**src/rtl/pipe_pkg.sv**
```systemverilog
// Shared definitions for the pipeline stage register: state encoding and
// default bundle widths.
package pipe_pkg;

  localparam int PIPE_CTRL_W = 8;
  localparam int PIPE_DATA_W = 32;
  localparam int PIPE_LANES  = 4;

  // Encoding doubles as the occupancy count driven on Occupancy_Out.
  typedef enum logic [1:0] {
    ST_EMPTY = 2'd0,
    ST_ONE   = 2'd1,
    ST_TWO   = 2'd2
  } pipe_state_e;

endpackage

```
**src/rtl/pipe_slot.sv**
```systemverilog
// One entry register (control + data) with load enable and synchronous clear.
module pipe_slot #(
  parameter int W = 40
) (
  input  logic         clk,
  input  logic         srst,
  input  logic         load,
  input  logic [W-1:0] d,
  output logic [W-1:0] q
);
  logic [W-1:0] q_reg;

  always_ff @(posedge clk) begin
    if (srst) begin
      q_reg <= '0;
    end else if (load) begin
      q_reg <= d;
    end
  end

  assign q = q_reg;
endmodule

```
**src/rtl/pipe_stage_reg.sv**
```systemverilog
// Pipeline stage register with valid/ready handshake; SKID=1 adds a second
// slot so Ready_Out comes straight from a register.
module pipe_stage_reg
  import pipe_pkg::*;
#(
  parameter int CTRL_W = PIPE_CTRL_W,
  parameter int DATA_W = PIPE_DATA_W,
  parameter int LANES  = PIPE_LANES,
  parameter int SKID   = 1
) (
  input  logic                    CLOCK,
  input  logic                    RESET,
  input  logic                    Flush_In,
  input  logic                    Valid_In,
  output logic                    Ready_Out,
  input  logic [CTRL_W-1:0]       Ctrl_In,
  input  logic [LANES*DATA_W-1:0] Data_In,
  output logic                    Valid_Out,
  input  logic                    Ready_In,
  output logic [CTRL_W-1:0]       Ctrl_Out,
  output logic [LANES*DATA_W-1:0] Data_Out,
  output logic [1:0]              Occupancy_Out
);
  localparam int PAY_W  = LANES * DATA_W;
  localparam int SLOT_W = CTRL_W + PAY_W;

  pipe_state_e       state_reg;
  pipe_state_e       state_next;
  logic [SLOT_W-1:0] main_q;
  logic [SLOT_W-1:0] main_d;
  logic              main_load;
  logic              valid;
  logic              accept;
  logic              deliver;

  assign valid   = (state_reg != ST_EMPTY);
  assign accept  = Valid_In && Ready_Out;
  assign deliver = valid && Ready_In;

  generate
    if (SKID != 0) begin : g_skid
      logic [SLOT_W-1:0] skid_q;
      logic              skid_load;

      // Registered ready: no path from Ready_In to Ready_Out.
      assign Ready_Out = (state_reg != ST_TWO);

      always_comb begin
        state_next = state_reg;
        main_load  = 1'b0;
        skid_load  = 1'b0;
        main_d     = {Ctrl_In, Data_In};
        case (state_reg)
          ST_EMPTY: begin
            if (accept) begin
              state_next = ST_ONE;
              main_load  = 1'b1;
            end
          end
          ST_ONE: begin
            if (accept && deliver) begin
              main_load = 1'b1;
            end else if (accept) begin
              state_next = ST_TWO;
              skid_load  = 1'b1;
            end else if (deliver) begin
              state_next = ST_EMPTY;
            end
          end
          ST_TWO: begin
            if (deliver) begin
              state_next = ST_ONE;
              main_load  = 1'b1;
              main_d     = skid_q;
            end
          end
          default: state_next = ST_EMPTY;
        endcase
        // Flush wins over everything except reset; offered entry is dropped.
        if (Flush_In) begin
          state_next = ST_EMPTY;
          main_load  = 1'b0;
          skid_load  = 1'b0;
        end
      end

      pipe_slot #(.W(SLOT_W)) u_skid_slot (
        .clk  (CLOCK),
        .srst (RESET),
        .load (skid_load),
        .d    ({Ctrl_In, Data_In}),
        .q    (skid_q)
      );
    end else begin : g_single
      assign Ready_Out = !valid || Ready_In;

      always_comb begin
        state_next = state_reg;
        main_load  = 1'b0;
        main_d     = {Ctrl_In, Data_In};
        case (state_reg)
          ST_EMPTY: begin
            if (accept) begin
              state_next = ST_ONE;
              main_load  = 1'b1;
            end
          end
          ST_ONE: begin
            if (accept) begin
              main_load = 1'b1;
            end else if (deliver) begin
              state_next = ST_EMPTY;
            end
          end
          default: state_next = ST_EMPTY;
        endcase
        if (Flush_In) begin
          state_next = ST_EMPTY;
          main_load  = 1'b0;
        end
      end
    end
  endgenerate

  pipe_slot #(.W(SLOT_W)) u_main_slot (
    .clk  (CLOCK),
    .srst (RESET),
    .load (main_load),
    .d    (main_d),
    .q    (main_q)
  );

  always_ff @(posedge CLOCK) begin
    if (RESET) begin
      state_reg <= ST_EMPTY;
    end else begin
      state_reg <= state_next;
    end
  end

  assign Valid_Out     = valid;
  assign Occupancy_Out = state_reg;
  // Bubbles carry an all-zero control word so no downstream enable fires.
  assign Ctrl_Out      = valid ? main_q[SLOT_W-1 -: CTRL_W] : '0;

  genvar gi;
  generate
    for (gi = 0; gi < LANES; gi++) begin : g_lane
      assign Data_Out[gi*DATA_W +: DATA_W] = main_q[gi*DATA_W +: DATA_W];
    end
  endgenerate
endmodule

```
**config.mk**
```make
export PLATFORM = sky130hd
export DESIGN_NAME = pipe_stage_reg
export DESIGN_NICKNAME = d
export VERILOG_FILES = /design/src/rtl/pipe_pkg.sv /design/src/rtl/pipe_slot.sv /design/src/rtl/pipe_stage_reg.sv
export SDC_FILE = /design/constraint.sdc
export NUM_CORES = 1
export LEC_CHECK = 0
export CAP_MARGIN = 10
export CORE_ASPECT_RATIO = 2
export CORE_MARGIN = 2
export CORE_UTILIZATION = 48
export DETAILED_ROUTE_END_ITERATION = 6
export HOLD_SLACK_MARGIN = 0.15
export PLACE_DENSITY = 0.87
export SLEW_MARGIN = 30
export SYNTH_ARGS = -nofsm -noshare
export SYNTH_HDL_FRONTEND = slang
export SYNTH_SLANG_ARGS = --single-unit
export TNS_END_PERCENT = 5
```
**constraint.sdc**
```tcl
create_clock -name CLOCK -period 3.88 [get_ports CLOCK]
set_input_delay 0.97 -clock CLOCK [delete_from_list [all_inputs] [get_ports CLOCK]]
set_output_delay 0.97 -clock CLOCK [all_outputs]
set_load 0.05 [all_outputs]
```
==> run_results.csv, run 1 <==
group,metric,value,unit
status,status,"completed",
synth,ys_types,29,
sta,setup_viol,0,
power,vdd_ir_drop_max,401,uV
power,p_sw_share,28.4,%
cells_and_area,fin_area,16100,um^2
drt,drt-pass1-iter-count,5,
critical_path,path_class,"flop to primary output",
die,core,27300,um^2
power,pwr-share-comb,17.9,%
critical_path,worstPathArrival,2.54,ns
cts,path_clk_slew,0.07,ns
sta,grt_setup_unrepaired,"no",
drt,drt_iter0_markers,1145,
cells_and_area,syn2layout_area_growth,21.6,%
power,p_int,0.00496,W
power,p_leak,6.00,nW
sta,fin_skew,0.0104,ns
sta,finalCritPeriodShare,90.4,%
sta,maxSlewViolCount,0,
job,cap_violations,0,
critical_path,ff2ff_path_depth,4,
global_route,grt_max_degree,137,
cts,htreeDepth,1,
min_path,hp-class,"flop to flop",
die,num_io_pins,281,
cells_and_area,nets,1597,
sta,fin_tns_setup,0,ns
sta,max_slew_margin,49.0,%
critical_path,end_kind,"primary output",
min_path,min_from,"g_skid.u_skid_slot.q[71]",
die,start_util,48.5,%
power,seqPwrFrac,43.2,%
cells_and_area,layoutNonFillerInstCount,1829,
cts,post_cts_resized,0,
cells_and_area,drive_gt1_share,5.63,%
critical_path,cp.required,2.91,ns
sta,final.min_clock_period,3.51,ns
synth,synth_nets,1581,
cts,numCtsBuffers,26,
cts,clk_latency,0.54,ns
drt,wl_per_cell,20.5,um
sta,finalHoldViolations,0,
global_route,antenna_found_initial,7,
global_route,gr-total-overflow,0,
placed_design,port_buffers,280,
placed_design,dp_hpwl,21800,um
synth,syn_avg_cell_area,9.20,um^2
critical_path,cp_max_fo,11,
sta,fmax,285,MHz
critical_path,reg2reg_slack,1.73,ns
drt,drc,0,
drt,routed-via-count,11700,
global_route,grt_pass1_wl,58600,um
cts,cts.hold.buffers_added,0,
placed_design,gp_congestion,0.840,
power,power.density,430,nW/um^2
synth,synthesis.area,13200,um^2
cells_and_area,final_core_util,58.9,%
cts,cts_tree,"yes",
cts,cts_setup_buffers,0,
sta,worstMarginPinSlew,0.764,ns
critical_path,r2r_end,"u_main_slot.q[40]",
power,p_switching,0.00197,W
die,die_area,29000,um^2
drt,finalWirelength,37500,um
synth,yosysSeqAreaShare,41.4,%
critical_path,start_kind,"flop",
global_route,grt_pass1_vias,10900,
die,rows,86,
power,pwr-share-clk,38.9,%
min_path,whs_endpoint,"g_skid.u_skid_slot.q[71]",
drt,avgViaCountPerCell,6.39,
synth,syn_inst,1440,
global_route,grt.total_usage,24.5,%
synth,yosysWarningCount,0,
cts,root_buffer,"clkbuf_16",
cts,clock_sinks,274,
placed_design,placedCellCount,1780,
drt,ant_nets,0,
placed_design,place_area,15200,um^2
die,dieHeight,239,um
critical_path,r2r-start,"Occupancy_Out[0]",
min_path,holdPathStages,2,
synth,synth-seq-cells,274,
die,die-width,121,um
cts,clock_path_buffers,3,
==> through the flow <==
step	hold slack [ns]	power, W	setup WS [ns]
3_5_place_dp	0.465	0.00428	0.731
3_3_place_gp	0.458	0.00426	0.825
6_report	0.473	0.00693	0.372
2_1_floorplan	0.453	0.00392	1.17
5_1_grt	0.490	0.00715	0.231
4_1_cts	0.474	0.00697	0.361
==> kinds of logic (layout without fill, tap and decap cells) <==
kind of cell           count (synthesis)  in the layout  share of synthesized area, %
multiplexers                         136            136                          10.3
other                                  0              4                             0
AND/OR/NAND/NOR                      156            156                          6.17
buffers and inverters                325            358                          13.6
flip-flops                           274            274                          41.4
AO/OA/AOI/OAI                        549            549                          28.6
==> cell type report <==
class                      count  area, um^2
fill                        2341       11200
sequential                   274        5490
timing repair buffer         311        3240
clock buffer                  34         752
inverter                       2        15.0
clock inverter                11         144
tap                          352         440
multi-input combinational    841        6020
antenna                        4        10.0
==> worst max-delay path, stage by stage (launching register included) <==
cell	delay [ns]
dfxtp_1	0.60
nor2_1	0.29
nor2b_1	0.27
clkdlybuf4s50_1	0.84
==> power groups by stage <==
| stage | registers [W] | logic, W | clock network [W] |
|---|---|---|---|
| floorplan | 0.00303 | 0.000884 | 0 |
| CTS | 0.00299 | 0.00123 | 0.00275 |
| detailed placement | 0.00305 | 0.00123 | 0 |
| global route | 0.00300 | 0.00130 | 0.00284 |
| finish | 0.00299 | 0.00124 | 0.00270 |
| global placement | 0.00305 | 0.00121 | 0 |
==> placed cells by master, fill, tap and decap left out, types with 4 or more instances in the layout <==
cell type	synthesis	routed
a311oi_1	272	272
buf_12	0	16
nor2b_1	9	8
clkdlybuf4s50_1	0	278
nand3_1	136	136
clkbuf_16	0	27
diode_2	0	4
o21ai_0	134	134
a21oi_1	136	136
clkbuf_8	0	6
buf_4	135	16
dfxtp_1	274	274
mux2i_1	136	136
clkinvlp_4	0	4
==> worst max path at each step <==
stage	start	endpoint	slack, ns	cells past startpoint
after floorplan	Occupancy_Out[1]	Ctrl_Out[0]	1.17	2
after global placement	Ready_In	g_skid.u_skid_slot.q[56]	0.82	5
after detailed placement	Ready_In	g_skid.u_skid_slot.q[116]	0.73	5
after CTS	Occupancy_Out[0]	Ctrl_Out[4]	0.36	3
after global routing	Occupancy_Out[1]	Ctrl_Out[7]	0.23	3
final	Occupancy_Out[0]	Ctrl_Out[4]	0.37	3
==> Yosys cell counts (all sizes together) <==
| master | number | share of area [%] |
|---|---|---|
| a21bo | 1 | 0.076 |
| inv | 2 | 0.057 |
| buf | 198 | 10 |
| nand3 | 136 | 5.1 |
| nand2 | 2 | 0.057 |
| a21oi | 136 | 5.1 |
| a21o | 1 | 0.057 |
| dfxtp | 274 | 41 |
| o21bai | 1 | 0.057 |
| or3b | 1 | 0.066 |
| nand2b | 2 | 0.094 |
| mux2i | 136 | 10 |
| nor2b | 9 | 0.43 |
| and4bb | 1 | 0.094 |
| a2111oi | 1 | 0.066 |
| nor4bb | 1 | 0.076 |
| o21ai | 136 | 5.1 |
| nor2 | 1 | 0.028 |
| a211oi | 1 | 0.057 |
| nand3b | 1 | 0.057 |
| nand4bb | 1 | 0.085 |
| clkbuf | 125 | 3.5 |
| a311oi | 272 | 18 |
| and2 | 1 | 0.047 |
==> routing by layer <==
metal,wire (um),track usage [%],vias to the layer above
li1,-,-,5458
met1,15300,32.2,5606
met2,17800,38.5,527
met3,2990,5.18,91
met4,1370,11.0,6
met5,44,0,-
(Power assumes the default switching activity.)
==> run 2: changes to the inputs <==
SLEW_MARGIN = unset   (was 30)
==> results of run 2 <==
No change in the layout: final DEF, timing and power equal those of run 1.
==> patch, RTL diff (settings of run 2) <==
Change the parameter `SKID` from 1 to 0. Comments in the files are not updated.
--- a/src/rtl/pipe_stage_reg.sv
+++ b/src/rtl/pipe_stage_reg.sv
@@ -6,7 +6,7 @@
   parameter int CTRL_W = PIPE_CTRL_W,
   parameter int DATA_W = PIPE_DATA_W,
   parameter int LANES  = PIPE_LANES,
-  parameter int SKID   = 1
+  parameter int SKID   = 0
 ) (
   input  logic                    CLOCK,
   input  logic                    RESET,
Behaviour: not the same (Yosys sat finds a counterexample within 4 cycles, from zero or initial values and one cycle with RESET high).
==> patch against run 2 <==
Fmax rose by 4.0%; total power fell by 45%; synthesized area fell by 46%; worst setup slack improved by 0.14 ns; wire length fell by 59%; synthesized cell count fell by 49%; largest power group unchanged; final area fell by 41%; sequential cell count fell by 137.
==> patch: results (changes against run 2) <==
Worst Setup EP Ready_Out (was Ctrl_Out[4]); Hold Path End u_main_slot.q[64]$_SDFFE_PP0P_ (was g_skid.u_skid_slot.q[71]$_SDFFE_PP0P_); nonclk buf count 284 (was 311); Finished Layout Cells 1069 (was 1829); Synth Area in Compound Gates 0% (was 28.6%); number of clock buffers in the layout 19 (was 34); Cells after DPL 1038 (was 1780); first-pass GRT wire length 25000 µm (was 58600 µm); antenna violations before repair 0 (was 7); CTS H-tree depth 4 (was 1); total CTS buffers 17 (was 26); RePlAce Congestion 0.756 (was 0.840); Pwr Density 399 nW/µm² (was 430 nW/µm²); Worst-Skew Late Latency 0.40 ns (was 0.54 ns); run status complete, no violations (unchanged); mux cell area share after synthesis 19.1% (was 10.3%); Clock-cell share 5.81% (was 5.56%); die width 90.1 µm (was 121 µm); Top Metal Used met4 (was met5); comb_multi_in 421 (was 841); crit path max fanout 3 (was 11); register area share after synthesis 38.5% (was 41.4%); reg2reg end u_main_slot.q[50]$_SDFFE_PP0P_ (was u_main_slot.q[40]$_SDFFE_PP0P_); Worst Hold Slack 0.467 ns (was 0.473 ns); worst reg2reg setup slack 2.14 ns (was 1.73 ns)
## patch: cell count changes after synthesis, sizes merged, moves of 52 or more
cell           run 2  this run
a21oi            136         0
a311oi           272         0
buf              198       146
clkbuf           125        29
dfxtp            274       137
nand2b             2       272
nand3            136         0
o21ai            136         0
## patch: power breakdown
group / leakage, nW / internal (mW) / total, mW / switching (mW)
clock: 0.255 / 0.906 / 1.52 / 0.613
combinational: 2.13 / 0.360 / 0.776 / 0.416
sequential: 1.12 / 1.48 / 1.52 / 0.0391
## patch: worst max-delay path, delay by kind of cell
family / cells / cell delay [ns]
buf+inv: 3 / 1.37
simple gates: 1 / 0.06
## patch: per-layer routing
metal,vias up,global-route usage (%)
met5,-,0
li1,2444,-
met2,225,32.2
met1,2198,21.6
met3,16,8.88
met4,0,6.99
